<file path="src/rtl/booth_mac_acc_if.sv">
// booth_mac_acc_if: product input channel and result output channel of the
// Booth MAC accumulator, grouped as one valid/ready bundle.
//   slave  - accumulator side (takes products, presents results)
//   master - producer/consumer side (drives products, takes results)
interface booth_mac_acc_if #(
  parameter int N     = 16,
  parameter int ACC_W = 40
);
  logic                 in_valid;
  logic                 in_ready;
  logic [2*N-1:0]       in_prod;
  logic                 out_valid;
  logic                 out_ready;
  logic [ACC_W-1:0]     out_acc;
  logic                 out_ovf;

  modport slave (
    input  in_valid,
    input  in_prod,
    input  out_ready,
    output in_ready,
    output out_valid,
    output out_acc,
    output out_ovf
  );

  modport master (
    output in_valid,
    output in_prod,
    output out_ready,
    input  in_ready,
    input  out_valid,
    input  out_acc,
    input  out_ovf
  );
endinterface

</file>
<file path="src/rtl/booth_mac_acc.sv">
// booth_mac_acc: accumulates signed 2N-bit Booth products into a signed
// ACC_W-bit sum over len_cfg terms and presents the result on a held
// valid/ready output.
// Optional feature macro: BOOTH_MAC_SAT_EN
//   defined   - accumulator saturates on signed overflow
//   undefined - accumulator wraps modulo 2^ACC_W
// In both builds out_ovf flags any overflow within the vector.
//
// state | meaning
// ------+------------------------------------------------
// IDLE  | no term of the current vector taken yet
// ACCUM | at least one term taken, more terms due
// HOLD  | vector complete, result presented on out_*
module booth_mac_acc #(
  parameter int N     = 16,
  parameter int ACC_W = 40,
  parameter int LEN_W = 8
) (
  input  logic             clk,
  input  logic             reset,
  input  logic             clear,
  input  logic [LEN_W-1:0] len_cfg,
  booth_mac_acc_if.slave   bus
);

  typedef enum logic [1:0] {
    IDLE  = 2'd0,
    ACCUM = 2'd1,
    HOLD  = 2'd2
  } state_t;

  state_t                  state;
  state_t                  state_nx;

  logic signed [ACC_W-1:0] acc;
  logic [LEN_W-1:0]        remaining;
  logic                    ovf;

  logic                    flush;
  logic                    accept;
  logic                    last_term;
  logic [LEN_W-1:0]        len_m1;

  logic signed [ACC_W-1:0] prod_res;
  logic signed [ACC_W:0]   prod_ext;
  logic signed [ACC_W:0]   acc_ext;
  logic signed [ACC_W:0]   sum;
  logic                    sum_ovf;
  logic signed [ACC_W-1:0] sum_res;

  localparam logic signed [ACC_W-1:0] SAT_POS = {1'b0, {(ACC_W-1){1'b1}}};
  localparam logic signed [ACC_W-1:0] SAT_NEG = {1'b1, {(ACC_W-1){1'b0}}};

  // Handshake qualification; reset and clear both block new terms.
  assign flush        = reset | clear;
  assign bus.in_ready = (state != HOLD) & ~flush;
  assign accept       = bus.in_valid & bus.in_ready;

  // A programmed length of zero behaves as a single-term vector.
  assign len_m1    = (len_cfg == '0) ? '0 : len_cfg - LEN_W'(1);
  assign last_term = (state == IDLE) ? (len_m1 == '0) : (remaining == LEN_W'(1));

  // Sign-extended add with one guard bit for overflow detection.
  assign prod_res = ACC_W'($signed(bus.in_prod));
  assign prod_ext = {prod_res[ACC_W-1], prod_res};
  assign acc_ext  = {acc[ACC_W-1], acc};
  assign sum      = acc_ext + prod_ext;
  assign sum_ovf  = sum[ACC_W] != sum[ACC_W-1];

`ifdef BOOTH_MAC_SAT_EN
  // Clamp toward the sign of the true (guard-bit) sum.
  assign sum_res = sum_ovf ? (sum[ACC_W] ? SAT_NEG : SAT_POS) : sum[ACC_W-1:0];
`else
  // Plain two's-complement wrap; out_ovf still records the event.
  assign sum_res = sum[ACC_W-1:0];
`endif

  // Output bundle: result is the accumulator itself, valid only in HOLD.
  assign bus.out_valid = (state == HOLD);
  assign bus.out_acc   = acc;
  assign bus.out_ovf   = ovf;

  // State register.
  always_ff @(posedge clk) begin
    if (reset) state <= IDLE;
    else       state <= state_nx;
  end

  // Next-state logic; flush overrides every transition.
  always_comb begin
    state_nx = state;
    case (state)
      IDLE: begin
        if (accept) state_nx = last_term ? HOLD : ACCUM;
      end
      ACCUM: begin
        if (accept && last_term) state_nx = HOLD;
      end
      HOLD: begin
        if (bus.out_ready) state_nx = IDLE;
      end
      default: state_nx = IDLE;
    endcase
    if (flush) state_nx = IDLE;
  end

  // Accumulator, term down-counter and sticky overflow flag.
  always_ff @(posedge clk) begin
    if (reset || clear) begin
      acc       <= '0;
      remaining <= '0;
      ovf       <= 1'b0;
    end else begin
      case (state)
        IDLE: begin
          if (accept) begin
            acc       <= prod_res;
            remaining <= len_m1;
            ovf       <= 1'b0;
          end
        end
        ACCUM: begin
          if (accept) begin
            acc       <= sum_res;
            remaining <= remaining - LEN_W'(1);
            ovf       <= ovf | sum_ovf;
          end
        end
        HOLD: begin
          if (bus.out_ready) begin
            acc <= '0;
            ovf <= 1'b0;
          end
        end
        default: begin
          acc       <= '0;
          remaining <= '0;
          ovf       <= 1'b0;
        end
      endcase
    end
  end

endmodule

</file>
<file path="src/flat_wrapper.sv">
// flat-port wrapper written by rule: the top's interface ports become plain ports
module booth_mac_acc_flat 
#(
  parameter int N     = 16,
  parameter int ACC_W = 40,
  parameter int LEN_W = 8
)
  (clk, reset, clear, len_cfg, bus_in_valid, bus_in_prod, bus_out_ready, bus_in_ready, bus_out_valid, bus_out_acc, bus_out_ovf);
  booth_mac_acc_if #(.N(N), .ACC_W(ACC_W)) bus_i ();
  input  logic clk;
  input  logic reset;
  input  logic clear;
  input  logic [LEN_W-1:0] len_cfg;
  input wire logic [$bits(bus_i.in_valid)-1:0] bus_in_valid;
  input wire logic [$bits(bus_i.in_prod)-1:0] bus_in_prod;
  input wire logic [$bits(bus_i.out_ready)-1:0] bus_out_ready;
  output wire logic [$bits(bus_i.in_ready)-1:0] bus_in_ready;
  output wire logic [$bits(bus_i.out_valid)-1:0] bus_out_valid;
  output wire logic [$bits(bus_i.out_acc)-1:0] bus_out_acc;
  output wire logic [$bits(bus_i.out_ovf)-1:0] bus_out_ovf;
  assign bus_i.in_valid = bus_in_valid;
  assign bus_i.in_prod = bus_in_prod;
  assign bus_i.out_ready = bus_out_ready;
  assign bus_in_ready = bus_i.in_ready;
  assign bus_out_valid = bus_i.out_valid;
  assign bus_out_acc = bus_i.out_acc;
  assign bus_out_ovf = bus_i.out_ovf;
  booth_mac_acc #(.N(N), .ACC_W(ACC_W), .LEN_W(LEN_W)) u_core (.clk(clk), .reset(reset), .clear(clear), .len_cfg(len_cfg), .bus(bus_i));
endmodule
</file>
<file path="config.mk">
export PLATFORM = sky130hd
export DESIGN_NAME = booth_mac_acc_flat
export DESIGN_NICKNAME = d
export VERILOG_FILES = /design/src/rtl/booth_mac_acc_if.sv /design/src/rtl/booth_mac_acc.sv /design/src/flat_wrapper.sv
export SDC_FILE = /design/constraint.sdc
export NUM_CORES = 1
export LEC_CHECK = 0
export ABC_AREA = 1
export BUFFER_PORTS_ARGS = -buffer_cell sky130_fd_sc_hd__buf_2
export CAP_MARGIN = 20
export CORE_MARGIN = 5
export CORE_UTILIZATION = 45
export CTS_CLUSTER_SIZE = 24
export DETAILED_ROUTE_END_ITERATION = 10
export PLACE_DENSITY_LB_ADDON = 0.2
export SLEW_MARGIN = 20
export SYNTH_ARGS = -nofsm -noshare
export SYNTH_HDL_FRONTEND = slang
export SYNTH_SLANG_ARGS = --single-unit
</file>
<file path="constraint.sdc">
create_clock -name clk -period 2.4 [get_ports clk]
set_input_delay 0.12 -clock clk [delete_from_list [all_inputs] [get_ports clk]]
set_output_delay 0.12 -clock clk [all_outputs]
set_load 0.02 [all_outputs]
</file>
# --- Yosys cells after proc, flatten, opt, wreduce, memory -nomap -nowiden ---
# Cells that the tools add are included.
word_totals:
  reg_bits: 51
  output_inout_bits: 43
  wordCells: 49
op_classes:
  add_sub_neg: 3
  eq_ne: 9
  n_mux: 18
  n_bitwise: 6
  reduce_logical: 9
ops:
  columns: ["cell", "count"]
  rows:
  - ["40-bit two-way mux", 3]
  - ["40-bit one-hot mux with 3 select lines", 1]
  - ["40-bit by 32-bit adder with 41-bit output", 1]
  - ["8-bit two-way mux", 3]
  - ["8-bit one-hot mux with 3 select lines", 1]
  - ["8-bit zero test", 2]
  - ["8-bit by 1-bit subtractor with 8-bit output, second input constant", 2]
  - ["3-bit AND reduction", 3]
  - ["8-bit by 1-bit equality test with 1-bit output, second input constant", 1]
  - ["2-bit two-way mux", 4]
  - ["2-bit by 1-bit inequality test with 1-bit output, second input constant", 3]
  - ["2-bit one-hot mux with 3 select lines", 1]
  - ["1-bit two-way mux", 4]
  - ["2-bit inequality test, second input constant", 2]
  - ["1-bit one-hot mux with 3 select lines", 1]
  - ["1-bit bitwise AND", 2]
  - ["2-bit by 1-bit equality test with 1-bit output, second input constant", 1]
  - ["2-bit equality test, second input constant", 1]
  - ["2-bit zero test", 1]
  - ["1-bit NOT", 2]
  - ["1-bit OR", 2]
  - ["2-bit OR reduction", 1]
  - ["1-bit logical AND", 1]
  - ["1-bit logical OR", 1]
  - ["1-bit inequality test", 1]

# --- Logic depth before layout (Yosys ltp) ---
# Gate-level depths: netlist (run 1).
depth:
  depth_word: 7
  depth_mapped: 17

# --- Worst setup path before layout (run 1) ---
# Ideal clock, no wire load.
synth_timing:
  path_kind: "reg-to-reg"
  start: "reg u_core.acc[0] (netlist: u_core.bus.out_acc[0])"
  end: "reg u_core.acc[34] (netlist: u_core.bus.out_acc[34])"
  setup_ps: 125
  t_arrival_ps: 2023
  path_slack_ps: 252
  path_stages_with_launch: 18
  n_path_buf: 0
  period_less_slack_ps: 2148
  path_cell_list: "dfxtp_1 ha_1 inv_1 fa_1 inv_1 nand2_1 o21ai_2 nand2_1 nand2_1 nand2_1 nand2_1 nand2_1 nand2_1 nand2_1 nand2_1 nand2_1 nand3_1 a21oi_1"
synth_between:
  elab_chain_len: 3
synth_rtl:
  columns: ["element", "line_no", "source"]
  rows:
  - ["from (decl)", "booth_mac_acc.sv:35", "logic signed [ACC_W-1:0] acc;"]
  - ["from (signal assigned)", "booth_mac_acc.sv:117", "acc <= prod_res;"]
  - ["from (signal assigned)", "booth_mac_acc.sv:124", "acc <= sum_res;"]
  - ["40-bit by 32-bit adder with 41-bit output", "booth_mac_acc.sv:67", "assign sum = acc_ext + prod_ext;"]
  - ["40-bit two-way mux", "booth_mac_acc.sv:123", "if (accept) begin"]
  - ["40-bit one-hot mux with 3 select lines", "booth_mac_acc.sv:114", "case (state)"]
# No other way between the ends. The select of a mux whose other input is x is not followed.
# A chain may end at the register's enable or synchronous reset.

# --- Final worst setup path (run 1) ---
layout_timing:
  start: "reg u_core.acc[0] (netlist: u_core.bus.out_acc[0])"
  end: "reg u_core.acc[32] (netlist: u_core.bus.out_acc[32])"
# The elaborated chain is that of the path after synthesis.

==> results of run 1 <==
[critical path, cell delays in order (launching register included)]
cell,delay (ps)
dfxtp_2,340
ha_1,160
inv_1,50
fa_2,340
inv_1,60
nand2_1,90
o21ai_4,210
nand2_1,70
nand2_1,220
nand2_1,90
nand3_1,140
nand2_1,90
nand3_1,70
nand2_1,50
nand3_1,70
a21oi_1,60
[layer usage]
layer  track usage, %  vias up  share of wire [%]
met4             6.81        0                1.6
met5                0        -                  0
met1             35.9     2743                 49
met3             4.01       21                6.9
li1                 -     3167                  -
met2             36.1      192                 42
[state kept, by name, summed over array words and instances, names as in the netlist]
signal and cells:
u_core.bus.out_acc 40, u_core.bus.out_ovf 1, u_core.remaining 8, u_core.state 2
[timing repair]
| item | CTS | global route |
|---|---|---|
| endpoints found under the setup margin | 0 | 12 |
| hold endpoints to repair | 0 | 0 |
| resized for setup | 0 | 8 |
| buffers inserted | 0 | 2 |
[power by group]
part / internal, uW / switching (uW)
clock: 598 / 359
combinational: 216 / 416
sequential: 867 / 19.8
total: 1680 / 795
[stage by stage]
| step | setup TNS [ps] | instances |
|---|---|---|
| after floorplan | 0 | 906 |
| after global placement | 0 | 1126 |
| after detailed placement | 0 | 1126 |
| after CTS | 0 | 1134 |
| after global routing | -0.225 | 1136 |
| final | 0 | 1136 |
[cells by family after synthesis]
group / synth area share (%)
simple gates: 38.5
fa+ha+maj: 10.8
flops: 19.4
compound gates: 22.0
xor+xnor: 0.499
buf+inv: 8.77
[cell type report]
class,count,area share [%]
well taps,143,2.93
clock buffers,5,2.05
multi-input cells,738,62.4
repair buffers,97,8.57
flip-flops and latches,51,16.8
clock inverters,3,1.11
inverters,99,6.13
[worst max-delay path by stage]
stage | from | end | slack [ps] | depth (start not counted)
after floorplan | u_core.bus.out_acc[0] | u_core.bus.out_acc[34] | 250 | 17
after global placement | u_core.bus.out_acc[0] | u_core.bus.out_acc[38] | 160 | 17
after detailed placement | u_core.bus.out_acc[0] | u_core.bus.out_acc[38] | 130 | 17
after CTS | u_core.bus.out_acc[0] | u_core.bus.out_acc[38] | 100 | 17
after global routing | u_core.bus.out_acc[0] | u_core.bus.out_acc[34] | -0.2 | 17
final | u_core.bus.out_acc[0] | u_core.bus.out_acc[32] | 150 | 15
[cells in the final DEF, fill, tap and decap left out, types with 6 or more instances in the layout]
cell / instances
inv_1: 94
buf_2: 87
nand3_1: 58
nand2_1: 271
nor2_1: 85
dfxtp_1: 50
nand3b_1: 11
nor3_1: 12
buf_4: 9
nand2_2: 7
or2_2: 10
o21ai_0: 62
a21oi_1: 119
o21ai_1: 6
ha_1: 44
==> run metrics, run 1 <==
Async SR Flop Fraction 0%; WHS Endpoint u_core.bus.out_acc[0]; post-DP HPWL 13500 um; HP Start bus_in_prod[0]; Gate Count Post-Synth 906; r2r endpoint u_core.bus.out_acc[32]; Synth Flop Type dfxtp_1; share of cells above drive strength 1 14.7%; DP Area 5870 um2; Reg-to-Reg Start u_core.bus.out_acc[0]; Post-Syn Area 5270 um2; Vias per Instance 5.39; Setup Viol. Count Final 0; area grow syn2layout 15.8%; worst-margin pin slew 613 ps; Unique masters post-synth 43; total track usage 24.3%; Final #Nets 1082; relative slew slack 59.1%; GRT overflow 0; Final Skew 6.12 ps; vias in the first global route 5714; fin crit share 93.9%; final slew viol count 0; CP startpoint kind register; number of DRC markers in iteration 0 439; clock slew at reported path FFs 70 ps; post-route DRC violation count 0; total count of hold-check failures in the final report 0; Post-Syn Nets 996; number of buffers created by CTS 5; DIE AREA 14000 um2; Placeable Area 11500 um2; sequential area share after synthesis 19.4%; Worst Hold Class primary input to register; H-tree Lvls 2; Util after Layout 53.2%; CP endpoint kind register; first-pass GRT wire length 28200 um; First-pass DRT Iterations 5; most frequent cell after synthesis nand2_1; EDFF count, synth 0; cell depth of the worst flop-to-flop path 15; Multi-input gate area 3810 um2; WS Path Type register to register; max-cap check violation count 0; ant diodes 0; CTS root buf clkbuf_16; leakage power 0.00308 uW; clock sink total 51; WHS Path Cells 3; Placer Congestion 0.954; via count 6123; port bufs 87; Post-Syn Area per Cell 5.81 um2; Total Routed Length 17100 um; Detail Route Antenna Nets 0; routed len/inst 15.0 um; Synth area leaders nand2_1, dfxtp_1, a21oi_1; total power 2480 uW; insertion delay to the later sink of the worst-skew pair 310 ps; status finished clean; FF+latch area 1020 um2; fmax 444 MHz; WP data required 2590 ps; initial core utilization 45.9%; Die Span X 118 um; DP Worst Slack 128 ps; worst setup margin 146 ps; final instance area 6100 um2; most area-hungry cell type in the Yosys netlist nand2_1; Core Rows 39; Synth Register Bits 51; fillers 1211; pin count of the biggest net entering global routing 34; Synth top cells by count nand2_1, a21oi_1, inv_1, nor2_1, o21ai_0; CTS tree done; initial antenna violation count 0; CP Max Fanout 6; Peak VDD IR 0.339 mV; Yosys warnings 0; flop2flop setup slack 150 ps; Hold WS 79.8 ps; # IOs 88; Yosys top cell area share 19.6%; cts hold-fix bufs 0; Die Ht 118 um; post-layout min period 2250 ps; Cell Pwr Density 406 nW/um2; crit path DAT 2440 ps; Clock Path Buffers 2
(Power assumes the default switching activity.)
==> inputs of run 2 (changes only) <==
Settings changed: CORE_ASPECT_RATIO set to 1.2, SKIP_CTS_REPAIR_TIMING set to 1.
==> run 2 against run 1 <==
Cell area rose by 0.12%. Via count is essentially flat. Largest cell class unchanged. Clock skew is 1.2 ps lower. Highest routed layer unchanged. Sequential share of layout area is essentially flat. Maximum frequency is essentially flat. Final cell count increased by 1.3%. Power down 3.5%. Clock power shrank 9.0%. Global-route usage is 1.1 points higher. Critical path depth decreased by 4.
==> run metrics, run 2 (synthesis results as in run 1) <==
fmax 444 MHz (about the same); total power 2390 uW (-3.5%); total count of hold-check failures in the final report 0 (unchanged); WP data required 2640 ps (+50 ps); first-pass GRT wire length 28400 um (+0.44%); post-DP HPWL 13700 um (+1.7%); number of DRC markers in iteration 0 296 (-33%); # IOs 88 (unchanged); Peak VDD IR 0.240 mV (-29%); CTS tree done; post-layout min period 2250 ps (+0.0830 ps); Non-Filler Instances 1151 (+1.3%); worst-margin pin slew 614 ps (+0.520 ps); DP Area 5890 um2 (+0.34%); initial antenna violation count 0 (unchanged); max-cap check violation count 0 (unchanged); total track usage 25.3% (+1.1 points); leakage power 0.00307 uW (-0.48%); insertion delay to the later sink of the worst-skew pair 300 ps (about the same); final slew viol count 0 (unchanged); GRT overflow 0 (unchanged); clock slew at reported path FFs 70 ps (about the same); Total Routed Length 17300 um (+1.3%); post-route DRC violation count 0 (unchanged); Final Skew 4.91 ps (-1.21 ps); Die Span X 109 um (-8.0%); clock sink total 51 (unchanged); commonest non-fill, non-tap cell in the layout nand2_1; fin crit share 93.9% (about the same); max reg flops 40 (unchanged); Setup Viol. Count Final 0 (unchanged); port bufs 87 (unchanged); vias in the first global route 5808 (+1.6%); final instance area 6110 um2 (+0.12%); relative slew slack 59.1% (about the same); Die Ht 129 um (+8.7%); routed len/inst 15.0 um (about the same); number of buffers created by CTS 5 (unchanged); Vias per Instance 5.32 (-1.3%); CTS root buf clkbuf_16; commonest cells after routing, fill and taps aside nand2_1, a21oi_1, inv_1; First-pass DRT Iterations 4 (-1); Clock Path Buffers 2 (unchanged); H-tree Lvls 2 (unchanged); share of cells above drive strength 1 15.4% (+0.69 points); Setup TNS Final 0 ps (unchanged); Worst Hold Class primary input to register; Placeable Area 11500 um2 (+0.40%); CP endpoint kind register; Placer Congestion 1.01 (+6.3%); ant diodes 0 (unchanged); Final #Nets 1083 (+0.092%); Cell Pwr Density 391 nW/um2 (-3.6%); CP Max Fanout 4 (-2); via count 6126 (+0.049%); Hold WS 96.1 ps (+16.3 ps); pin count of the biggest net entering global routing 42 (+24%); Detail Route Antenna Nets 0 (unchanged); status finished clean; initial core utilization 45.7% (-0.18 points); CP startpoint kind register; Core Rows 43 (+10%); crit path DAT 2490 ps (+50 ps); dpl cells 1142 (+1.4%); area grow syn2layout 16.0%; WS Path Type register to register; DIE AREA 14000 um2 (about the same)
[run 2: cell count changes in the layout (fill, tap and decap cells not counted), sizes merged]
cell / delta
clkbuf: +1
bufinv: -1
clkinvlp: -1
clkinv: +1
buf: +1
[run 2: path summary, 6_finish.rpt]
path                          startpoint               endpoint  slack [ps]  depth (start not counted)
hold / removal            bus_in_prod[2]  u_core.bus.out_acc[2]         100                          3
hold reg to reg       u_core.bus.out_ovf     u_core.bus.out_ovf         450                          2
setup / recovery  u_core.bus.out_acc[38]     u_core.bus.out_ovf         150                         11
setup reg to reg  u_core.bus.out_acc[38]     u_core.bus.out_ovf         150                         11
[run 2: routing by layer]
layer	routed length (um)	track usage [%]	vias up
met5	0	0	-
met4	806	12.2	0
met3	691	3.16	40
met2	8050	42.9	153
met1	7730	31.7	2753
li1	-	-	3180
[run 2: cell type report]
| cell class | count | area, um2 |
|---|---|---|
| clock buffer | 6 | 139 |
| timing repair buffer | 98 | 518 |
| sequential | 51 | 1020 |
| multi-input combinational | 738 | 3820 |
| clock inverter | 2 | 35.0 |
| fill | 1255 | 5410 |
| tap | 157 | 196 |
| inverter | 99 | 374 |
[run 2: power by group]
part	switching (uW)	internal [uW]	total (uW)	leakage (uW)
clock network	352	520	872	0.0000868
registers	19.0	867	886	0.000414
logic	418	213	631	0.00257
[run 2: critical path: stages, from the launching register on]
cell     delay (ps)
dfxtp_1         360
ha_1            400
inv_1           160
nor3_1          350
nand2_1         140
nor2_1          210
nand3_1         100
nand3_1         140
inv_1            50
nand2_1          60
nand3_1          70
a21oi_1         130
[run 2: stage by stage]
step | utilization (%) | setup slack, ps
after floorplan | - | 252
after global routing | 53.0 | -3.11
after CTS | 52.6 | 78.8
final | 53.0 | 146
after global placement | 51.1 | 157
after detailed placement | 51.1 | 97.7
